==> config.mk <==
export PLATFORM = sky130hd
export DESIGN_NAME = if_stage_fetch_unit
export DESIGN_NICKNAME = d
export VERILOG_FILES = /design/src/rtl/if_stage_fetch_unit.sv
export SDC_FILE = /design/constraint.sdc
export NUM_CORES = 1
export LEC_CHECK = 0
export BUFFER_PORTS_ARGS = -buffer_cell sky130_fd_sc_hd__buf_4
export CAP_MARGIN = 20
export CORE_ASPECT_RATIO = 1.1
export CORE_MARGIN = 4
export CORE_UTILIZATION = 35
export DETAILED_ROUTE_END_ITERATION = 8
export RECOVER_POWER = 100
export SYNTH_ARGS = -nofsm -noshare
export SYNTH_HDL_FRONTEND = slang
export SYNTH_SLANG_ARGS = --single-unit
==> constraint.sdc <==
create_clock -name clk -period 2.36 [get_ports clk]
set_input_delay 0.472 -clock clk [delete_from_list [all_inputs] [get_ports clk]]
set_output_delay 0.472 -clock clk [all_outputs]
set_load 0.03 [all_outputs]
==> src/rtl/if_stage_fetch_unit.sv <==
// Instruction-fetch stage with IF/ID pipeline register, req/ack memory handshake and freeze hold buffer.
// Optional stall counter port enabled by defining STALL_COUNTER_EN.
module if_stage_fetch_unit #(
    parameter logic [31:0] RESET_PC  = 32'h0000_0000,
    parameter logic [31:0] NOP_INSTR = 32'h0000_0000
) (
    input  logic        clk,
    input  logic        rst,
    input  logic        freeze,
    input  logic        branch_taken,
    input  logic [31:0] branch_addr,
    output logic        imem_req,
    output logic [31:0] imem_addr,
    input  logic [31:0] imem_rdata,
    input  logic        imem_ack,
    output logic [31:0] if_id_pc,
    output logic [31:0] if_id_instr,
    output logic        if_id_valid
`ifdef STALL_COUNTER_EN
    ,
    output logic [31:0] stall_count
`endif
);

    typedef enum logic [1:0] {
        S_IDLE,
        S_FETCH,
        S_HELD
    } state_t;

    state_t      state;
    logic [31:0] pc;
    logic [31:0] pc_next;
    logic [31:0] hold_buf;
    logic [31:0] branch_target;

    assign imem_addr     = pc;
    assign pc_next       = pc + 32'd4;
    assign branch_target = branch_addr & 32'hFFFF_FFFC;

    always_ff @(posedge clk) begin
        if (rst) begin
            state       <= S_IDLE;
            pc          <= RESET_PC & 32'hFFFF_FFFC;
            hold_buf    <= '0;
            imem_req    <= 1'b0;
            if_id_pc    <= '0;
            if_id_instr <= NOP_INSTR;
            if_id_valid <= 1'b0;
        end else if (branch_taken) begin
            // Redirect wins over freeze and ack; any returning word is dropped.
            state       <= S_FETCH;
            pc          <= branch_target;
            hold_buf    <= '0;
            imem_req    <= 1'b1;
            if_id_pc    <= '0;
            if_id_instr <= NOP_INSTR;
            if_id_valid <= 1'b0;
        end else begin
            case (state)
                S_IDLE: begin
                    state    <= S_FETCH;
                    imem_req <= 1'b1;
                end
                S_FETCH: begin
                    if (imem_ack && !freeze) begin
                        pc          <= pc_next;
                        if_id_pc    <= pc_next;
                        if_id_instr <= imem_rdata;
                        if_id_valid <= 1'b1;
                    end else if (imem_ack) begin
                        hold_buf <= imem_rdata;
                        state    <= S_HELD;
                        imem_req <= 1'b0;
                    end else if (!freeze) begin
                        if_id_pc    <= '0;
                        if_id_instr <= NOP_INSTR;
                        if_id_valid <= 1'b0;
                    end
                end
                S_HELD: begin
                    if (!freeze) begin
                        pc          <= pc_next;
                        if_id_pc    <= pc_next;
                        if_id_instr <= hold_buf;
                        if_id_valid <= 1'b1;
                        state       <= S_FETCH;
                        imem_req    <= 1'b1;
                    end
                end
                default: begin
                    state    <= S_IDLE;
                    imem_req <= 1'b0;
                end
            endcase
        end
    end

`ifdef STALL_COUNTER_EN
    always_ff @(posedge clk) begin
        if (rst) begin
            stall_count <= '0;
        end else if (freeze && !branch_taken && (stall_count != 32'hFFFF_FFFF)) begin
            stall_count <= stall_count + 32'd1;
        end
    end
`endif

endmodule
Word level (Yosys, flattened, before mapping)
Cells that the tools add are included.
{"block": "classes", "addsub": 1, "eq_ne": 12, "n_mux": 25, "n_bitwise": 1, "n_reduce_logical": 12}
{"cell": "32-bit 2-to-1 mux", "count": 8}
{"cell": "32-bit case mux with 2 select lines", "count": 3}
{"cell": "32-bit by 3-bit adder with 32-bit output, second input constant", "count": 1}
{"cell": "3-bit inequality test, second input constant", "count": 6}
{"cell": "3-bit AND reduction", "count": 5}
{"cell": "1-bit 2-to-1 mux", "count": 8}
{"cell": "2-bit inequality test, second input constant", "count": 4}
{"cell": "2-bit 2-to-1 mux", "count": 3}
{"cell": "2-bit case mux with 3 select lines", "count": 1}
{"cell": "4-bit AND reduction", "count": 1}
{"cell": "1-bit case mux with 3 select lines", "count": 1}
{"cell": "3-bit nonzero test", "count": 1}
{"cell": "2-bit by 1-bit == test with 1-bit output, second input constant", "count": 1}
{"cell": "2-bit == test, second input constant", "count": 1}
{"cell": "2-bit zero test", "count": 1}
{"cell": "1-bit case mux with 2 select lines", "count": 1}
{"cell": "2-bit nonzero test", "count": 1}
{"cell": "2-bit OR reduction", "count": 1}
{"cell": "1-bit logical AND", "count": 1}
{"cell": "1-bit zero test", "count": 1}
{"cell": "1-bit NOT", "count": 1}
{"block": "word_totals", "regBits": 132, "input_bits": 69, "output_inout_bits": 98}

Longest topological paths before layout
Gate-level depths: netlist of run 1.
{"block": "logic_depth", "ltp_word": 5, "mapped_depth": 8, "mapped_depth_nobuf": 6}

Worst setup path before layout of run 1
OpenSTA, ideal clock, no wires.
{"block": "synth_timing", "path_kind": "register to register", "from": "reg pc[2], in the netlist imem_addr[2]", "to": "reg pc[28], in the netlist imem_addr[28]", "setup_time_ns": 0.115, "t_arrival_ns": 2.140, "required_time_ns": 2.245, "slack_ns": 0.106, "stages_incl_launch_ff": 7, "n_path_buf": 0, "synth_period_minus_slack_ns": 2.254, "path_cell_list": "dfxtp_1 ha_1 nand4_1 or3_2 nor4_2 xor2_1 o21a_1"}
{"block": "synth_via", "elab_chain_len": 4, "elab_cells_between_ends": 5}
{"item": "from (decl)", "line_no": "32", "source": "logic [31:0] pc;"}
{"item": "from (signal assigned)", "line_no": "44", "source": "pc <= RESET_PC & 32'hFFFF_FFFC;"}
{"item": "from (signal assigned)", "line_no": "53", "source": "pc <= branch_target;"}
{"item": "from (signal assigned)", "line_no": "67", "source": "pc <= pc_next;"}
{"item": "32-bit by 3-bit adder with 32-bit output (*)", "line_no": "38", "source": "assign pc_next = pc + 32'd4;"}
{"item": "32-bit 2-to-1 mux, on equally long branches", "line_no": "82, 66"}
{"item": "32-bit case mux with 2 select lines (*)", "line_no": "60", "source": "case (state)"}
{"item": "32-bit 2-to-1 mux (*)", "line_no": "50", "source": "end else if (branch_taken) begin"}
Every way passes the cells marked *; elsewhere a longest branch is shown, timed or not. The select of a mux whose other input is x is not followed.
A chain may end at the register's enable or synchronous reset.

Worst setup path after layout of run 1
{"block": "layout_timing", "from": "reg pc[9], in the netlist imem_addr[9]", "to": "reg pc[15], in the netlist imem_addr[15]"}
Same word-level chain as after synthesis.

==> results of run 1 <==
registers in the layout, indices dropped and copies added (netlist names):
register / cells
hold_buf: 32
if_id_instr: 32
if_id_pc: 30
if_id_valid: 1
imem_addr: 30
imem_req: 1
state: 2
power by group through the flow:
| stage | sequential, uW | combinational [uW] | clock, uW |
|---|---|---|---|
| 4_1_cts | 2280 | 644 | 2710 |
| 3_3_place_gp | 2330 | 641 | 0 |
| 2_1_floorplan | 2410 | 286 | 0 |
| 3_5_place_dp | 2330 | 641 | 0 |
| 6_report | 2280 | 596 | 2660 |
| 5_1_grt | 2290 | 653 | 2800 |
synth_stat cells (2+ instances only):
cell | number | area (sq um)
a2111oi_0 | 2 | 17.5
a21o_1 | 8 | 60.1
a21oi_1 | 92 | 460
a22oi_1 | 9 | 67.6
and4_1 | 4 | 35.0
buf_2 | 4 | 20.0
buf_4 | 8 | 60.1
buf_6 | 5 | 56.3
clkbuf_1 | 39 | 146
dfxtp_1 | 128 | 2560
dlygate4sd1_1 | 2 | 17.5
inv_1 | 22 | 82.6
mux2i_1 | 35 | 350
nand2_1 | 111 | 417
nand2b_1 | 3 | 18.8
nand3_1 | 17 | 85.1
nand3b_1 | 2 | 15.0
nand4_1 | 9 | 56.3
nand4_4 | 2 | 42.5
nor2_1 | 90 | 338
nor2b_1 | 3 | 18.8
nor3_1 | 10 | 50.1
nor3_2 | 6 | 60.1
nor4_1 | 2 | 12.5
nor4_2 | 3 | 37.5
nor4_4 | 2 | 42.5
o21a_1 | 18 | 135
o21ai_0 | 16 | 80.1
o21ai_1 | 11 | 55.1
o22ai_1 | 2 | 12.5
or2_2 | 4 | 25.0
or3_1 | 5 | 31.3
or4_4 | 2 | 22.5
xnor2_1 | 32 | 280
xor2_1 | 18 | 158
final timing paths:
| check | start | end | cells past startpoint |
|---|---|---|---|
| worst max-delay path | imem_addr[9]$_SDFFE_PP0P_ | imem_addr[15]$_SDFFE_PP0P_ | 5 |
| worst min-delay path | branch_addr[8] | imem_addr[8]$_SDFFE_PP0P_ | 3 |
| worst max register to register | imem_addr[9]$_SDFFE_PP0P_ | imem_addr[15]$_SDFFE_PP0P_ | 5 |
| worst min register to register | if_id_pc[23]$_SDFFE_PP0P_ | if_id_pc[23]$_SDFFE_PP0P_ | 2 |
per-stage QoR:
stage               worst slack (ns)  hold WS (ns)  utilization  instance area, sq um
floorplan                      0.106         0.436            -                  5990
global placement               0.298         0.435        0.447                  7390
detailed placement             0.258         0.438        0.447                  7390
CTS                            0.213         0.276        0.483                  7990
global route                   0.102         0.281        0.458                  7580
finish                         0.218         0.294        0.458                  7580
final cells by class:
cell class	count	share of cell area
tap	204	0.0337
clock buffer	19	0.0584
multi-input combinational	527	0.397
timing repair buffer	189	0.142
inverter	22	0.0109
clock inverter	13	0.0201
sequential	128	0.338
critical path: stages (launching register included):
cell,delay (ns)
dfxtp_1,0.46
nand4_1,0.32
or4_4,0.63
or3_1,0.35
a21o_1,0.19
a21oi_2,0.12
logic make-up after synthesis:
group           count (synthesis)  share of synthesized area
fa+ha+maj                       1                    0.00209
flops                         128                      0.428
compound gates                160                      0.151
xor+xnor                       50                     0.0732
other cells                     1                   0.000627
mux                            35                     0.0586
simple gates                  277                      0.221
buf+inv                        81                     0.0648
layer usage:
| metal | up-vias | wire [um] | global-route usage | share of wire |
|---|---|---|---|---|
| met5 | - | 0 | 0 | 0 |
| met4 | 0 | 311 | 0.0587 | 0.018 |
| met3 | 21 | 1390 | 0.0814 | 0.081 |
| met2 | 163 | 7640 | 0.276 | 0.44 |
| met1 | 2532 | 7840 | 0.219 | 0.46 |
| li1 | 2762 | - | - | - |
==> qor.txt, run 1 <==
outcome: completed
RSZ-0062 raised after global routing: false
min-delay worst type: primary input to flip-flop
antenna cells: 0
YS warnings: 0
Die ar.: 19200 sq um
CTS clk-pin slew, worst paths: 0.06 ns
Area growth syn-to-layout: 26.7%
synthesized area: 5980 sq um
Primary FF master, synth: dfxtp_1
peak supply drop: 0.000467 V
Final nets: 955
Crit Path Class: flip-flop to flip-flop
DR pass1 iterations: 4
IO Port Bufs: 160
clock tree buffer depth: 2
PD cells: 730 nW/um^2
Crit path required time: 2.72 ns
most common cell after layout, fill and taps aside: dfxtp_1
Multi-input gate area: 3010 sq um
Setup-failing EPs final: 0
FFs w/ async S/R, synth: 0
Int Power: 4040 uW
slew margin rel.: 0.177
Die Wd: 133 um
I/O pin cnt: 167
Reg area: 2560 sq um
WL/cell: 15.6 um
Synth Register Bits: 128
initial DRC count: 253
CTS tree: done
Die Y: 145 um
first-pass GRT wire length: 27600 um
top fanout value on the critical path: 14
row cnt: 49
Mapped Avg Cell Area: 8.16 sq um
highest-count cells in the layout ignoring fill and taps: dfxtp_1, nand2_1, clkbuf_1
Fillers: 1792
total wire length: 17200 um
routability congestion estimate: 0.764
vias post-DR: 5478
GRT Total Usage: 0.178
worst slew pin tran: 1.23 ns
MaxCap Viol Count: 0
cell count after placement: 1070
TritonCTS Buffers: 17
Seq/Total Area, Yosys: 0.428
post-layout total power: 5530 uW
setup_tns: 0 ns
Final Non-Filler Cells: 1102
period utilization: 0.908
LEAKAGE: 0.00302 uW
H-tree levels: 4
Achievable Freq: 467 MHz
part of the power in registers: 0.412
largest net degree at the start of global routing: 79
number of synthesized flops with an enable pin: 0
Core ar.: 16600 sq um
WP data arrival: 2.50 ns
CP endpoint kind: flip-flop
final hold violations: 0
vias in the first global route: 5216
Post-DP HPWL: 11800 um
post-CTS setup buffers: 0
antenna violations before repair: 0
Final Critical Period: 2.14 ns
Post-DRT Antenna Nets: 0
max-slew violations: 0
aggregate global routing overflow: 0
reg2reg setup slack: 0.22 ns
clock latency on the worst-skew pair: 0.42 ns
Yosys cell types: 42
CP Launch Type: flip-flop
layout cell share with drive strength beyond 1: 0.157
root buffer cell: clkbuf_16
PostCTS Resize Cnt: 0
hold buffers post-CTS: 0
clk_skew: 0.00895 ns
Logic pwr share: 0.108
drt drc: 0
clock share of power: 0.480
initial core utilization: 0.361
Sw Ratio: 0.269
Mapped Cells: 733
Vias/cell: 4.97
clock sink count: 128
NetSw: 1490 uW
Note: power is estimated with default switching activity, not from simulation.
==> run 2, diff against run 1 <==
--- a/config.mk
+++ b/config.mk
@@ -10,6 +10,7 @@
 export CORE_ASPECT_RATIO = 1.1
 export CORE_MARGIN = 4
 export CORE_UTILIZATION = 35
+export CTS_BUF_LIST = sky130_fd_sc_hd__clkbuf_4 sky130_fd_sc_hd__clkbuf_8
 export DETAILED_ROUTE_END_ITERATION = 8
 export RECOVER_POWER = 100
 export SYNTH_ARGS = -nofsm -noshare
==> qor.txt, run 2 (synthesized netlist as in run 1, its figures left out) <==
MaxCap Viol Count: 0
slew margin rel.: 0.192
Reg area: 2560 sq um
most common cell after layout, fill and taps aside: dfxtp_1
first-pass GRT wire length: 27300 um
H-tree levels: 4
Crit Path Class: flip-flop to flip-flop
min-delay worst type: primary input to flip-flop
vias in the first global route: 5178
highest-count cells in the layout ignoring fill and taps: dfxtp_1, nand2_1, clkbuf_1
WL/cell: 15.4 um
Die Wd: 133 um
Worst setup startpoint: imem_addr[9]$_SDFFE_PP0P_
layout cell share with drive strength beyond 1: 0.160
TritonCTS Buffers: 17
Fillers: 1812
post-CTS setup buffers: 0
Setup-failing EPs final: 0
row cnt: 49
fin util: 0.448
GRT Total Usage: 0.175
Post-DRT Antenna Nets: 0
RSZ-0062 raised after global routing: false
Buf+Inv Stages, Crit Path: 0
critical path capture point: imem_addr[15]$_SDFFE_PP0P_
Area growth syn-to-layout: 23.8%
CTS clk-pin slew, worst paths: 0.08 ns
critical path's largest stage delay: 0.63 ns
drt drc: 0
cell depth of the worst setup path: 5
CP cell instances: nand4_1, or4_4, or3_1, a21o_1, a21oi_2
Multi-input gate area: 3030 sq um
Post-DP HPWL: 11800 um
PostCTS Resize Cnt: 0
largest registers: hold_buf (32), if_id_instr (32)
routability congestion estimate: 0.764
hold buffers post-CTS: 0
worst r2r dst: imem_addr[15]$_SDFFE_PP0P_
FF-to-FF path depth: 5
largest net degree at the start of global routing: 79
CP Launch Type: flip-flop
max-slew violations: 0
Die Y: 145 um
Core ar.: 16600 sq um
Final nets: 955
top fanout value on the critical path: 14
Die ar.: 19200 sq um
vias post-DR: 5442
setup_tns: 0 ns
post-layout total power: 4820 uW
initial DRC count: 281
clock tree buffer depth: 2
CP max-delay cell: or4_4
peak supply drop: 0.000306 V
aggregate global routing overflow: 0
antenna violations before repair: 0
CP endpoint kind: flip-flop
Final Critical Period: 2.13 ns
worst slew pin tran: 1.21 ns
WP data arrival: 2.50 ns
worst r2r src: imem_addr[9]$_SDFFE_PP0P_
clock sink count: 128
final hold violations: 0
LEAKAGE: 0.00296 uW
CP top delay family: simple AND/OR/NAND/NOR gates
initial core utilization: 0.361
I/O pin cnt: 167
outcome: completed
reg2reg setup slack: 0.23 ns
Vias/cell: 4.94
CTS tree: done
DR pass1 iterations: 4
PD cells: 650 nW/um^2
root buffer cell: clkbuf_8
Achievable Freq: 470 MHz
clock latency on the worst-skew pair: 0.45 ns
period utilization: 0.902
total wire length: 17000 um
IO Port Bufs: 160
Crit path required time: 2.73 ns
antenna cells: 0
clk_skew: 0.0136 ns
run 2: changes by cell type in the layout (fill, tap and decap cells not counted), sizes merged:
cell / previous run / this run
clkbuf: 119 / 120
buf: 89 / 88
run 2: report_power, final:
part / switching (uW) / leakage [uW] / total [uW] / internal, uW
Clock: 948 / 0.000209 / 1950 / 999
Combinational: 372 / 0.00171 / 595 / 224
Sequential: 59.3 / 0.00104 / 2270 / 2210
run 2: worst min path at each step:
stage                                     end  cells after the start  slack, ns                      start
floorplan            hold_buf[0]$_SDFFE_PP0P_                      2       0.44   hold_buf[0]$_SDFFE_PP0P_
global placement    if_id_pc[25]$_SDFFE_PP0P_                      2       0.44  if_id_pc[25]$_SDFFE_PP0P_
detailed placement  if_id_pc[21]$_SDFFE_PP0P_                      2       0.44  if_id_pc[21]$_SDFFE_PP0P_
CTS                  hold_buf[1]$_SDFFE_PP0P_                      3       0.24              imem_rdata[1]
global route         hold_buf[1]$_SDFFE_PP0P_                      3       0.24              imem_rdata[1]
finish              hold_buf[17]$_SDFFE_PP0P_                      3       0.27             imem_rdata[17]
run 2: area by class of cell:
cell class                      instances  share of cell area
Sequential cell                       128               0.346
Inverter                               22              0.0111
Tap cell                              204              0.0345
Multi-Input combinational cell        527               0.409
Clock buffer                           19              0.0345
Clock inverter                         13              0.0206
Timing Repair Buffer                  189               0.145
run 2: routing by layer:
metal / vias up / wire (um) / GRT usage
met4: 0 / 182 / 0.0494
met3: 12 / 1540 / 0.0789
met1: 2515 / 7580 / 0.216
met2: 158 / 7680 / 0.277
met5: - / 0 / 0
li1: 2757 / - / -
run 2: worst reg2reg max path, stage by stage (launching register included):
cell	delay, ns
dfxtp_1	0.46
nand4_1	0.30
or4_4	0.63
or3_1	0.36
a21o_1	0.19
a21oi_2	0.12
run 2: through the flow:
stage	instance area (sq um)	instances	hold slack (ns)	setup slack (ns)
floorplan	5990	736	0.436	0.106
global placement	7390	1070	0.435	0.298
detailed placement	7390	1070	0.438	0.258
CTS	7800	1102	0.244	0.240
global route	7410	1102	0.235	0.0903
finish	7410	1102	0.273	0.231
